--- config.mk ---
export PLATFORM = sky130hd
export DESIGN_NAME = div_iter
export DESIGN_NICKNAME = d
export VERILOG_FILES = /design/src/rtl/div_pkg.sv /design/src/rtl/div_step.sv /design/src/rtl/div_iter.sv
export SDC_FILE = /design/constraint.sdc
export NUM_CORES = 1
export LEC_CHECK = 0
export BUFFER_PORTS_ARGS = -buffer_cell sky130_fd_sc_hd__buf_2
export CAP_MARGIN = 20
export CORE_ASPECT_RATIO = 0.5
export CORE_UTILIZATION = 60
export DETAILED_ROUTE_END_ITERATION = 7
export PLACE_DENSITY = 0.81
export SLEW_MARGIN = 0
export SYNTH_ARGS = -nofsm -noshare
export SYNTH_HDL_FRONTEND = slang
export SYNTH_SLANG_ARGS = --single-unit
--- constraint.sdc ---
create_clock -name clk -period 3.3 [get_ports clk]
set_input_delay 0.66 -clock clk [delete_from_list [all_inputs] [get_ports clk]]
set_output_delay 0.66 -clock clk [all_outputs]
set_load 0.005 [all_outputs]
--- src/rtl/div_pkg.sv ---
// Shared types and constants for the iterative restoring divider.
package div_pkg;

  // Width of the controller state encoding.
  localparam int STATE_W = 2;

  // Fill bit for the divide-by-zero quotient (quotient becomes all ones).
  localparam logic DIV0_Q_FILL = 1'b1;

  typedef enum logic [STATE_W-1:0] {
    IDLE = 2'd0,
    CALC = 2'd1,
    FIX  = 2'd2
  } state_t;

endpackage

--- src/rtl/div_step.sv ---
// One restoring-division iteration: shift {rem,quo} left by one, then
// subtract the divisor from the partial remainder if it fits.
module div_step #(
  parameter int WIDTH = 32
) (
  input  logic [WIDTH-1:0] rem,
  input  logic [WIDTH-1:0] quo,
  input  logic [WIDTH-1:0] divisor,
  output logic [WIDTH-1:0] rem_next,
  output logic [WIDTH-1:0] quo_next
);

  // The shifted partial remainder needs one extra bit: a divisor above
  // 2^(WIDTH-1) can leave a remainder whose doubled value overflows WIDTH bits.
  logic [WIDTH:0] partial;
  logic           fits;

  // Trial subtraction and quotient-bit selection.
  always_comb begin
    partial  = {rem, quo[WIDTH-1]};
    fits     = (partial >= {1'b0, divisor});
    rem_next = fits ? (partial[WIDTH-1:0] - divisor) : partial[WIDTH-1:0];
    quo_next = {quo[WIDTH-2:0], fits};
  end

endmodule

--- src/rtl/div_iter.sv ---
// Multi-cycle restoring divider for the MIPS execute stage (DIV / DIVU).
// Quotient drives LO, remainder drives HI. Start/busy/done handshake with
// a cancel input for pipeline flushes.
// Optional build macro DIV_ITER_FAST_EN: a zero divisor or a divisor whose
// magnitude exceeds the dividend skips the iteration phase (done 2 edges
// after start); otherwise latency is always WIDTH+2 edges.
module div_iter
  import div_pkg::*;
#(
  parameter int WIDTH = 32,
  parameter int CNT_W = $clog2(WIDTH + 1)
) (
  input  logic             clk,
  input  logic             rst_n,
  input  logic             start,
  input  logic             is_signed,
  input  logic [WIDTH-1:0] dividend,
  input  logic [WIDTH-1:0] divisor,
  input  logic             cancel,
  output logic             busy,
  output logic             done,
  output logic [WIDTH-1:0] quotient,
  output logic [WIDTH-1:0] remainder
);

  localparam logic [CNT_W-1:0] LAST_STEP = CNT_W'(WIDTH - 1);

  state_t           state_reg, state_next;
  logic [CNT_W-1:0] cnt_reg, cnt_next;
  logic [WIDTH-1:0] rem_reg, rem_next;
  logic [WIDTH-1:0] quo_reg, quo_next;
  logic [WIDTH-1:0] dvs_reg, dvs_next;
  logic [WIDTH-1:0] dvd_reg, dvd_next;
  logic             sign_q_reg, sign_q_next;
  logic             sign_r_reg, sign_r_next;
  logic             div0_reg, div0_next;
  logic             busy_reg, busy_next;
  logic             done_reg, done_next;
  logic [WIDTH-1:0] quot_out_reg, quot_out_next;
  logic [WIDTH-1:0] rem_out_reg, rem_out_next;

  logic [WIDTH-1:0] abs_a, abs_b;
  logic [WIDTH-1:0] step_rem, step_quo;

  // Operand magnitudes in WIDTH-bit arithmetic; |MIN| wraps to 2^(WIDTH-1),
  // which is exactly right when read back as unsigned.
  always_comb begin
    abs_a = (is_signed && dividend[WIDTH-1]) ? ('0 - dividend) : dividend;
    abs_b = (is_signed && divisor[WIDTH-1])  ? ('0 - divisor)  : divisor;
  end

  div_step #(
    .WIDTH(WIDTH)
  ) u_step (
    .rem      (rem_reg),
    .quo      (quo_reg),
    .divisor  (dvs_reg),
    .rem_next (step_rem),
    .quo_next (step_quo)
  );

  // Controller state register.
  always_ff @(posedge clk or negedge rst_n) begin
    if (!rst_n) state_reg <= IDLE;
    else        state_reg <= state_next;
  end

  // Next-state, datapath and output decisions; cancel overrides everything.
  always_comb begin
    state_next    = state_reg;
    cnt_next      = cnt_reg;
    rem_next      = rem_reg;
    quo_next      = quo_reg;
    dvs_next      = dvs_reg;
    dvd_next      = dvd_reg;
    sign_q_next   = sign_q_reg;
    sign_r_next   = sign_r_reg;
    div0_next     = div0_reg;
    busy_next     = busy_reg;
    done_next     = 1'b0;
    quot_out_next = quot_out_reg;
    rem_out_next  = rem_out_reg;

    case (state_reg)
      IDLE: begin
        if (start) begin
          state_next  = CALC;
          cnt_next    = '0;
          rem_next    = '0;
          quo_next    = abs_a;
          dvs_next    = abs_b;
          dvd_next    = dividend;
          sign_q_next = is_signed & (dividend[WIDTH-1] ^ divisor[WIDTH-1]);
          sign_r_next = is_signed & dividend[WIDTH-1];
          div0_next   = (divisor == '0);
          busy_next   = 1'b1;
`ifdef DIV_ITER_FAST_EN
          // Trivial cases: preload the final quotient/remainder magnitudes.
          if ((divisor == '0) || (abs_b > abs_a)) begin
            state_next = FIX;
            rem_next   = abs_a;
            quo_next   = '0;
          end
`endif
        end
      end

      CALC: begin
        rem_next = step_rem;
        quo_next = step_quo;
        cnt_next = cnt_reg + CNT_W'(1);
        if (cnt_reg == LAST_STEP) state_next = FIX;
      end

      FIX: begin
        state_next = IDLE;
        cnt_next   = '0;
        busy_next  = 1'b0;
        done_next  = 1'b1;
        if (div0_reg) begin
          // Divide by zero: fixed pattern, dividend passed through untouched.
          quot_out_next = {WIDTH{DIV0_Q_FILL}};
          rem_out_next  = dvd_reg;
        end else begin
          quot_out_next = sign_q_reg ? ('0 - quo_reg) : quo_reg;
          rem_out_next  = sign_r_reg ? ('0 - rem_reg) : rem_reg;
        end
      end

      default: state_next = IDLE;
    endcase

    if (cancel) begin
      state_next    = IDLE;
      cnt_next      = '0;
      busy_next     = 1'b0;
      done_next     = 1'b0;
      quot_out_next = quot_out_reg;
      rem_out_next  = rem_out_reg;
    end
  end

  // Datapath, handshake and result registers.
  always_ff @(posedge clk or negedge rst_n) begin
    if (!rst_n) begin
      cnt_reg      <= '0;
      rem_reg      <= '0;
      quo_reg      <= '0;
      dvs_reg      <= '0;
      dvd_reg      <= '0;
      sign_q_reg   <= 1'b0;
      sign_r_reg   <= 1'b0;
      div0_reg     <= 1'b0;
      busy_reg     <= 1'b0;
      done_reg     <= 1'b0;
      quot_out_reg <= '0;
      rem_out_reg  <= '0;
    end else begin
      cnt_reg      <= cnt_next;
      rem_reg      <= rem_next;
      quo_reg      <= quo_next;
      dvs_reg      <= dvs_next;
      dvd_reg      <= dvd_next;
      sign_q_reg   <= sign_q_next;
      sign_r_reg   <= sign_r_next;
      div0_reg     <= div0_next;
      busy_reg     <= busy_next;
      done_reg     <= done_next;
      quot_out_reg <= quot_out_next;
      rem_out_reg  <= rem_out_next;
    end
  end

  assign busy      = busy_reg;
  assign done      = done_reg;
  assign quotient  = quot_out_reg;
  assign remainder = rem_out_reg;

endmodule

# Yosys cells after proc, flatten, opt, wreduce, memory -nomap -nowiden
# Cells that the tools add are included.
[op_classes]
n_bitwise = 4
eq_ne = 6
mux = 23
n_lt_le_gt_ge = 1
reduce_logical = 13
addsub = 6
[op_table]
columns = ["operator", "count"]
rows = [
  ["32-bit two-way mux", 9],
  ["32-bit case mux with 2 select lines", 2],
  ["1-bit by 32-bit subtractor with 32-bit output, first input constant", 4],
  ["33-bit by 32-bit >= comparator with 1-bit output", 1],
  ["32-bit zero test", 1],
  ["32-bit subtractor", 1],
  ["6-bit case mux with 3 select lines", 1],
  ["6-bit two-way mux", 2],
  ["2-bit AND reduction", 6],
  ["6-bit by 1-bit adder with 6-bit output, second input constant", 1],
  ["6-bit by 5-bit equality test with 1-bit output, second input constant", 1],
  ["2-bit two-way mux", 3],
  ["3-bit inequality test, second input constant", 2],
  ["1-bit two-way mux", 4],
  ["2-bit case mux with 2 select lines", 1],
  ["4-bit nonzero test", 1],
  ["3-bit nonzero test", 1],
  ["1-bit bitwise AND", 2],
  ["2-bit by 1-bit equality test with 1-bit output, second input constant", 1],
  ["2-bit equality test, second input constant", 1],
  ["1-bit logical AND", 2],
  ["2-bit zero test", 1],
  ["2-bit inequality test, second input constant", 1],
  ["1-bit case mux with 2 select lines", 1],
  ["3 further kinds", 3],
]
[totals]
word_cells = 66
output_inout_bits = 66
input_bits = 69
ff_bits = 205

# Depth between registers and ports, before layout
# Gate-level depths: netlist of the first run.
[depth]
depth_word = 4
depth_mapped = 13
ltp_nobuf = 13

# By module
# From an unflattened synthesis of the first run, not the netlist that was laid out.
[unflattened]
hier_cells = 1623
hier_area_um2 = 13675.6
[modules_own_cells]
columns = ["module", "instances", "area_each_um2", "seq_area_each_um2", "cells_each"]
rows = [
  ["div_iter", 1, 11104.4, 5129.9, 1268],
  ["div_step", 1, 2571.2, 0.0, 355],
]

# Least setup slack after synthesis of the first run
# Ideal clock, no wire load.
[synth_path]
path_kind = "input -> register"
startpoint = "input dividend[10]"
endpoint = "register quo_reg[29]"
required_ps = 3171
arrival_ps = 2735
setup_slack_ps = 436
cell_stages = 9
path_buffers = 0
setup_time_ps = 129
path_cell_list = "nor2_2 > or4b_1 > or3_1 > or3_4 > nor4b_4 > nand2_2 > o31ai_4 > xor2_1 > o21ai_1"
[synth_via]
elab_chain_cells = 4
[synth_lines]
columns = ["item", "line_no", "source"]
rows = [
  ["start, declared", "div_iter.sv:17", "input logic [WIDTH-1:0] dividend,"],
  ["1-bit by 32-bit subtractor with 32-bit output", "div_iter.sv:48", "abs_a = (is_signed && dividend[WIDTH-1]) ? ('0 - dividend) : dividend;"],
  ["32-bit two-way mux", "div_iter.sv:48", ""],
  ["32-bit two-way mux", "div_iter.sv:86", "if (start) begin"],
  ["32-bit case mux with 2 select lines", "div_iter.sv:84", "case (state_reg)"],
  ["end signal, assigned", "div_iter.sv:161", "quo_reg <= quo_next;"],
  ["end, declared", "div_iter.sv:31", "logic [WIDTH-1:0] quo_reg, quo_next;"],
]
# No other way between the ends. The select of a mux whose other input is x is not followed.
# A chain may end at the register's enable or synchronous reset.

# Final worst setup path of the first run
[layout_path]
startpoint = "register rem_reg[5]"
endpoint = "register rem_reg[31]"
[layout_via]
elab_chain_cells = 3
elab_cells_between_ends = 4
classes_between = "add/sub: 1; order compare: 1; mux: 2"
[layout_lines]
columns = ["item", "line_no", "source"]
rows = [
  ["start, declared", "div_iter.sv:30", "logic [WIDTH-1:0] rem_reg, rem_next;"],
  ["start signal, assigned", "div_iter.sv:160", "rem_reg <= rem_next;"],
  ["32-bit subtractor / 33-bit by 32-bit >= comparator with 1-bit output (equally long branches)", "div_step.sv:22, div_step.sv:21", ""],
  ["32-bit two-way mux (*)", "div_step.sv:22", "rem_next = fits ? (partial[WIDTH-1:0] - divisor) : partial[WIDTH-1:0];"],
  ["32-bit case mux with 2 select lines (*)", "div_iter.sv:84", ""],
]
# Mark *: on every way between the ends. The rest lies on a longest branch, timed or not.

==> results of run 1 <==
-- report_power, final --
group          switching (W)  internal, W
Clock                0.00101      0.00119
Sequential          0.000453      0.00285
Combinational        0.00250      0.00174
-- per-layer routing --
| layer | global-route usage, % | share of wire, % | up-vias |
|---|---|---|---|
| met2 | 49.7 | 44 | 408 |
| met1 | 48.4 | 48 | 5410 |
| met4 | 5.83 | 1.6 | 0 |
| li1 | - | - | 5545 |
| met5 | 0 | 0 | - |
| met3 | 4.14 | 6.6 | 55 |
-- repair_timing --
item                                    4_1_cts  5_1_grt
buffers inserted                              0        0
endpoints found under the setup margin        0        1
resized for setup                             0        1
-- synth_stat cells, drive strengths merged (16+ instances only) --
master    n
dfrtp   205
nand2   248
o31ai    27
ha       37
xor2     89
nor2    140
a22oi    32
a21oi   144
nor3     20
clkbuf   68
xnor2    58
o21ai   174
buf      16
inv      58
nand3    19
-- how the worst max path moves through the flow --
stage                 start          end  slack, ps  depth (start not counted)
2_1_floorplan  dividend[10]  quo_reg[29]        440                          9
3_3_place_gp   dividend[10]  quo_reg[29]        180                         10
3_5_place_dp   dividend[10]  quo_reg[29]        160                         10
4_1_cts          rem_reg[7]  rem_reg[27]        210                         10
5_1_grt          dvs_reg[8]  rem_reg[27]          5                         11
6_report         rem_reg[5]  rem_reg[31]        150                         10
-- kinds of logic after synthesis --
group | after synthesis | share of synthesized area [%]
mux | 9 | 0.717
simple gates | 505 | 17.5
compound gates | 473 | 22.5
xor+xnor | 147 | 10.3
fa+ha+maj | 38 | 3.85
buf+inv | 143 | 4.31
flops | 205 | 40.8
-- worst max-delay path, delay by kind of cell (launching register included) --
kind	cells	cell delay [ps]
flops	1	400
fa+ha+maj	1	360
simple gates	1	510
xor+xnor	1	170
compound gates	7	1550
-- metrics by stage --
| step | power [W] | setup WS, ps |
|---|---|---|
| CTS | 0.00965 | 213 |
| global placement | 0.00738 | 183 |
| floorplan | 0.00614 | 436 |
| detailed placement | 0.00746 | 164 |
| finish | 0.00974 | 152 |
| global route | 0.0104 | 5.38 |
-- area by class of cell --
class / instances / area, um^2
diodes: 1 / 2.50
clock buffers: 28 / 561
clock inverters: 5 / 40.0
fillers: 1608 / 5630
inverters: 59 / 221
multi-input cells: 1172 / 6920
flip-flops and latches: 205 / 5130
well taps: 266 / 333
repair buffers: 185 / 1110
-- layout by cell type (no fill, tap or decap), drive strengths merged, types with 7 or more instances in the layout --
cell type,instances
nor3,20
o211ai,7
xnor2,58
clkbuf,29
a32oi,7
a21o,15
o31ai,27
nand3,19
inv,58
xor2,89
or2,8
o21ai,174
mux2i,9
nand2,248
a21oi,144
buf,184
dfrtp,205
or4,9
a22oi,32
o41ai,14
nor2,140
or3,15
o21bai,8
nor4,12
ha,37
o21a,7
a31oi,15
==> impl_results.md, run 1 <==
* Die ar. at between 20,000 and 25,000 um^2
* Routed vias at approximately 11,000
* Critical path arrival at between 3000 and 4000 ps
* Routability Congestion at 0.957
* Final WL at about 34,000 um
* Root Driver: clkbuf_16
* Synth Area per Inst at 8.26 um^2
* Vias in the first global route at approximately 11,000
* Setup TNS at 0 ps
* Post-synth cell types at a little over 60
* Total GRT Usage at approximately 32%
* Worst slew margin at between 30 and 40%
* CTS clk-pin slew, worst paths at 60 ps
* CP most frequent cell: a31oi_1
* Yosys top cell area share at approximately 41%
* Ys flop type: dfrtp_1
* Synth top area cells: dfrtp_1, nand2_1, o21ai_0
* Hold_ws at ~230 ps
* Crit path cell chain: ha_1 > a21o_1 > a31oi_1 > o32ai_1 > nor3_1 > o21ai_2 > a31oi_1 > o311ai_0 > xnor2_1 > a21oi_1
* Global-route wire length before repair at approximately 56,000 um
* Final Hold Viols at 0
* Yosys warns at 0
* Failing checks: design-rule violations
* Least-Margin Pin Slew at between 900 and 1000 ps
* Post-Layout Inst Area at 14,300 um^2
* Htree depth at 1
* EDFF count, synth at 0
* Pwr dens at between 600 and 700 nW/um^2
* Crit path largest cell delay at 510 ps
* Fmax at 0.318 GHz
* Max-slew violations at 0
* Critical-path top delay cell: nor3_1
* Post-synth net total at 1,627
* Worst reg-to-reg setup slack at 150 ps
* Utilization after layout at just over 70%
* Grt total ovfl at 0
* Final HPWL DP at about 25,000 um
* Layout cells sized above 1 at approximately 14%
* Clock sink total at between 200 and 250
* Skew final at around 10 ps
* Clock Latency Late Sink at ~500 ps
* RSZ-0062 raised after global routing: false
* TritonCTS Buffers at 20
* Tcrit/Tclk final at ~95%
* Chip height at roughly 100 um
* Starting DRT DRC Count at around 1,200
* Drt wl/cell at 17.8 um
* Setup crit end kind: flop
* 1st-pass router iterations at 7
* Yosys reg bits at 205
* Starting Density at between 60% and 70%
* Vias per std cell at just under 6
* Final Non-Filler Cells at slightly below 2,000
* Core Footprint at about 20,000 um^2
* R2r startpoint: rem_reg[5]
* Worst r2r path cells at 10
* Nets at ~1,800
* Hold Crit Class: in -> async
* Initial antenna violation count at 0
* Hold_buf cts at 0
* DRC errors left at 14
* Critical path class: reg -> reg
* Largest net degree at the start of global routing at 96
* Worst VDD drop at 0.407 mV
* Placed cell areas at 13,700 um^2
* Maximum buffer depth of the clock tree at 3
* Row cnt at 36
* Status: finished, violations left
* Max Cap Viol at 0
* Static Leak at 6.76 nW
* Layout Area Growth over Synthesis at 14.0%
* Post-synthesis cell count at about 1,500
* Buffers on Ports at 134
* Sequential area share after synthesis at approximately two fifths
* Crit start category: flop
* CTS tree: built
* Mapped Area at roughly 13,000 um^2
* Async set or reset register ratio after synthesis at 100%
* Cell taking the most area after synthesis: dfrtp_1
* Setup-failing EPs final at 0
* Antenna Nets Post-Route at 0
* CP Max Fanout at 5
* Ports at 135
* Req. time, crit path at approximately 3700 ps
* Crit path time final at between 3000 and 4000 ps
* # placed instances at 1,887
* Die width at slightly above 200 um
* Reg2reg end: rem_reg[31]
Power figures use the tool's default switching activity.
==> run 2, diff against run 1 <==
--- a/config.mk
+++ b/config.mk
@@ -10,6 +10,7 @@
 export CORE_ASPECT_RATIO = 0.5
 export CORE_UTILIZATION = 60
 export DETAILED_ROUTE_END_ITERATION = 7
+export GPL_TIMING_DRIVEN = 0
 export PLACE_DENSITY = 0.81
 export SLEW_MARGIN = 0
 export SYNTH_ARGS = -nofsm -noshare
==> run 2 against run 1 <==
The flow still finishes with violations (design-rule violations). Register-to-register slack got worse by 40 ps. Clock-buffer cell count rose by 4. Global-route usage rose by 2.2 points. Highest routed layer unchanged. Setup slack got worse by 41 ps.
==> impl_results.md, run 2 (synthesis results as in run 1) <==
* Layout cells sized above 1 at 11.9% (-2.3 points)
* Number of fill cells in the layout at 1,587 (-1.3%)
* Setup WS post-layout at 111 ps (-40.6 ps)
* Storage cell area at 5130 um^2 (unchanged)
* CP Max Fanout at 4 (-1)
* Vias in the first global route at 11,039 (+2.0%)
* Max Cap Viol at 0 (unchanged)
* Critical path arrival at 3580 ps (+70 ps)
* Reg2reg end: rem_reg[26]
* Nets at 1,779 (+1.7%)
* Status: finished, violations left
* CTS clk-pin slew, worst paths at 70 ps (about the same)
* Pre-CTS worst setup slack at -117 ps (-281 ps)
* Worst r2r path cells at 13 (+3)
* Crit path time final at 3190 ps (+40.6 ps)
* # diodes at 0 (-1)
* Clock sink total at 205 (unchanged)
* Row cnt at 36 (unchanged)
* Global-route wire length before repair at 58,200 um (+4.5%)
* Req. time, crit path at 3700 ps (+30 ps)
* Initial antenna violation count at 2 (+2)
* Die width at 207 um (unchanged)
* Static Leak at 6.62 nW (-2.1%)
* R2r startpoint: quo_reg[31]
* Hold_ws at 182 ps (-46.2 ps)
* Pwr Total at 0.00973 W (-0.12%)
* Largest net degree at the start of global routing at 106 (+10%)
* Setup crit end kind: flop
* Failing checks: design-rule violations
* Layout Area Growth over Synthesis at 13.8%
* Worst slew margin at 30.5% (-6.2 points)
* Buffers on Ports at 132 (-1.5%)
* Die ar. at 21,500 um^2 (unchanged)
* DRC errors left at 7 (-7)
* Setup TNS at 0 ps (unchanged)
* Max-slew violations at 0 (unchanged)
* Worst VDD drop at 0.356 mV (-13%)
* 1st-pass router iterations at 7 (unchanged)
* Core Footprint at 20,000 um^2 (unchanged)
* Commonest non-fill, non-tap cells in the layout: nand2_1, dfrtp_1, o21ai_0
* Total GRT Usage at 34.4% (+2.2 points)
* Starting DRT DRC Count at 1,305 (+11%)
* Fmax at 0.314 GHz (-1.3%)
* TritonCTS Buffers at 20 (unchanged)
* Antenna Nets Post-Route at 0 (unchanged)
* Htree depth at 1 (unchanged)
* Drt wl/cell at 18.9 um (+5.8%)
* Starting Density at 62.9% (unchanged)
* Ports at 135 (unchanged)
* Multi-input gate area at 6950 um^2 (+0.38%)
* Chip height at 104 um (unchanged)
* Final WL at 36,800 um (+7.4%)
* Grt total ovfl at 0 (unchanged)
* Vias per std cell at 6.07 (+2.1%)
* Final HPWL DP at 27,700 um (+9.4%)
* Utilization after layout at 71.6% (-0.16 points)
* CTS tree: built
* Setup-failing EPs final at 0 (unchanged)
* Crit start category: flop
* Routability Congestion at 0.945 (-1.3%)
* Critical path class: reg -> reg
* Root Driver: clkbuf_16
* Least-Margin Pin Slew at 1040 ps (+88.7 ps)
* Skew final at 28.0 ps (+18.3 ps)
* Clock Latency Late Sink at 530 ps (+20 ps)
* Worst reg-to-reg setup slack at 110 ps (-40 ps)
* Maximum buffer depth of the clock tree at 3 (unchanged)
* Final Hold Viols at 0 (unchanged)
* Pwr dens at 681 nW/um^2 (about the same)
* Most common cell after layout, fill and taps aside: nand2_1
* Hold Crit Class: in -> async
* RSZ-0062 raised after global routing: false
* Routed vias at 11,842 (+3.7%)
* Tcrit/Tclk final at 96.6% (+1.2 points)
-- run 2: worst max-delay path by stage --
stage	startpoint	to	slack (ps)
global placement	rst_n	quotient[23]	-1700
CTS	quo_reg[31]	rem_reg[26]	0.3
finish	quo_reg[31]	rem_reg[26]	110
floorplan	dividend[10]	quo_reg[29]	440
detailed placement	quo_reg[31]	rem_reg[26]	-120
global route	quo_reg[31]	rem_reg[26]	3
-- run 2: cell type report --
class	instances	share of cell area [%]
Inverter	59	1.55
Sequential cell	205	35.9
Clock inverter	3	0.201
Clock buffer	32	4.24
Tap cell	266	2.33
Multi-Input combinational cell	1172	48.6
Timing Repair Buffer	135	4.99
Buffer	79	2.17
-- run 2: routing by layer --
| layer | wire, um | global-route usage (%) | up-vias | part of all wire, % |
|---|---|---|---|---|
| met5 | 0 | 0 | - | 0 |
| met4 | 600 | 6.67 | 0 | 1.6 |
| met2 | 16500 | 54.0 | 482 | 45 |
| li1 | - | - | 5619 | - |
| met1 | 16600 | 50.3 | 5692 | 45 |
| met3 | 3110 | 5.17 | 49 | 8.4 |
-- run 2: per-stage QoR --
| stage | area, um^2 | std cells |
|---|---|---|
| after floorplan | 12600 | 1520 |
| after global placement | 13600 | 1918 |
| after detailed placement | 13600 | 1919 |
| after CTS | 14200 | 1954 |
| after global routing | 14300 | 1951 |
| final | 14300 | 1951 |
-- run 2: worst max-delay path: stages (launching register included) --
cell	delay [ps]
dfrtp_2	490
inv_1	90
ha_1	170
inv_1	60
fa_1	420
a21oi_2	170
o21ai_1	130
a211oi_2	310
o31ai_1	140
a21o_1	230
a22o_1	210
o41a_1	390
mux2i_1	190
nand2_1	60
-- run 2: what timing repair did --
| item | CTS | global route |
|---|---|---|
| resized for setup | 5 | 21 |
| endpoints found under the setup margin | 14 | 32 |
| setup buffers | 0 | 2 |
| gates cloned | 0 | 0 |
| hold buffers | 0 | 0 |
| pin swaps | 0 | 1 |
-- run 2: power breakdown --
group	total (W)	switching, W	internal (W)	leakage, nW
sequential	0.00338	0.000530	0.00285	2.66
combinational	0.00409	0.00249	0.00160	3.64
clock	0.00226	0.00100	0.00126	0.308
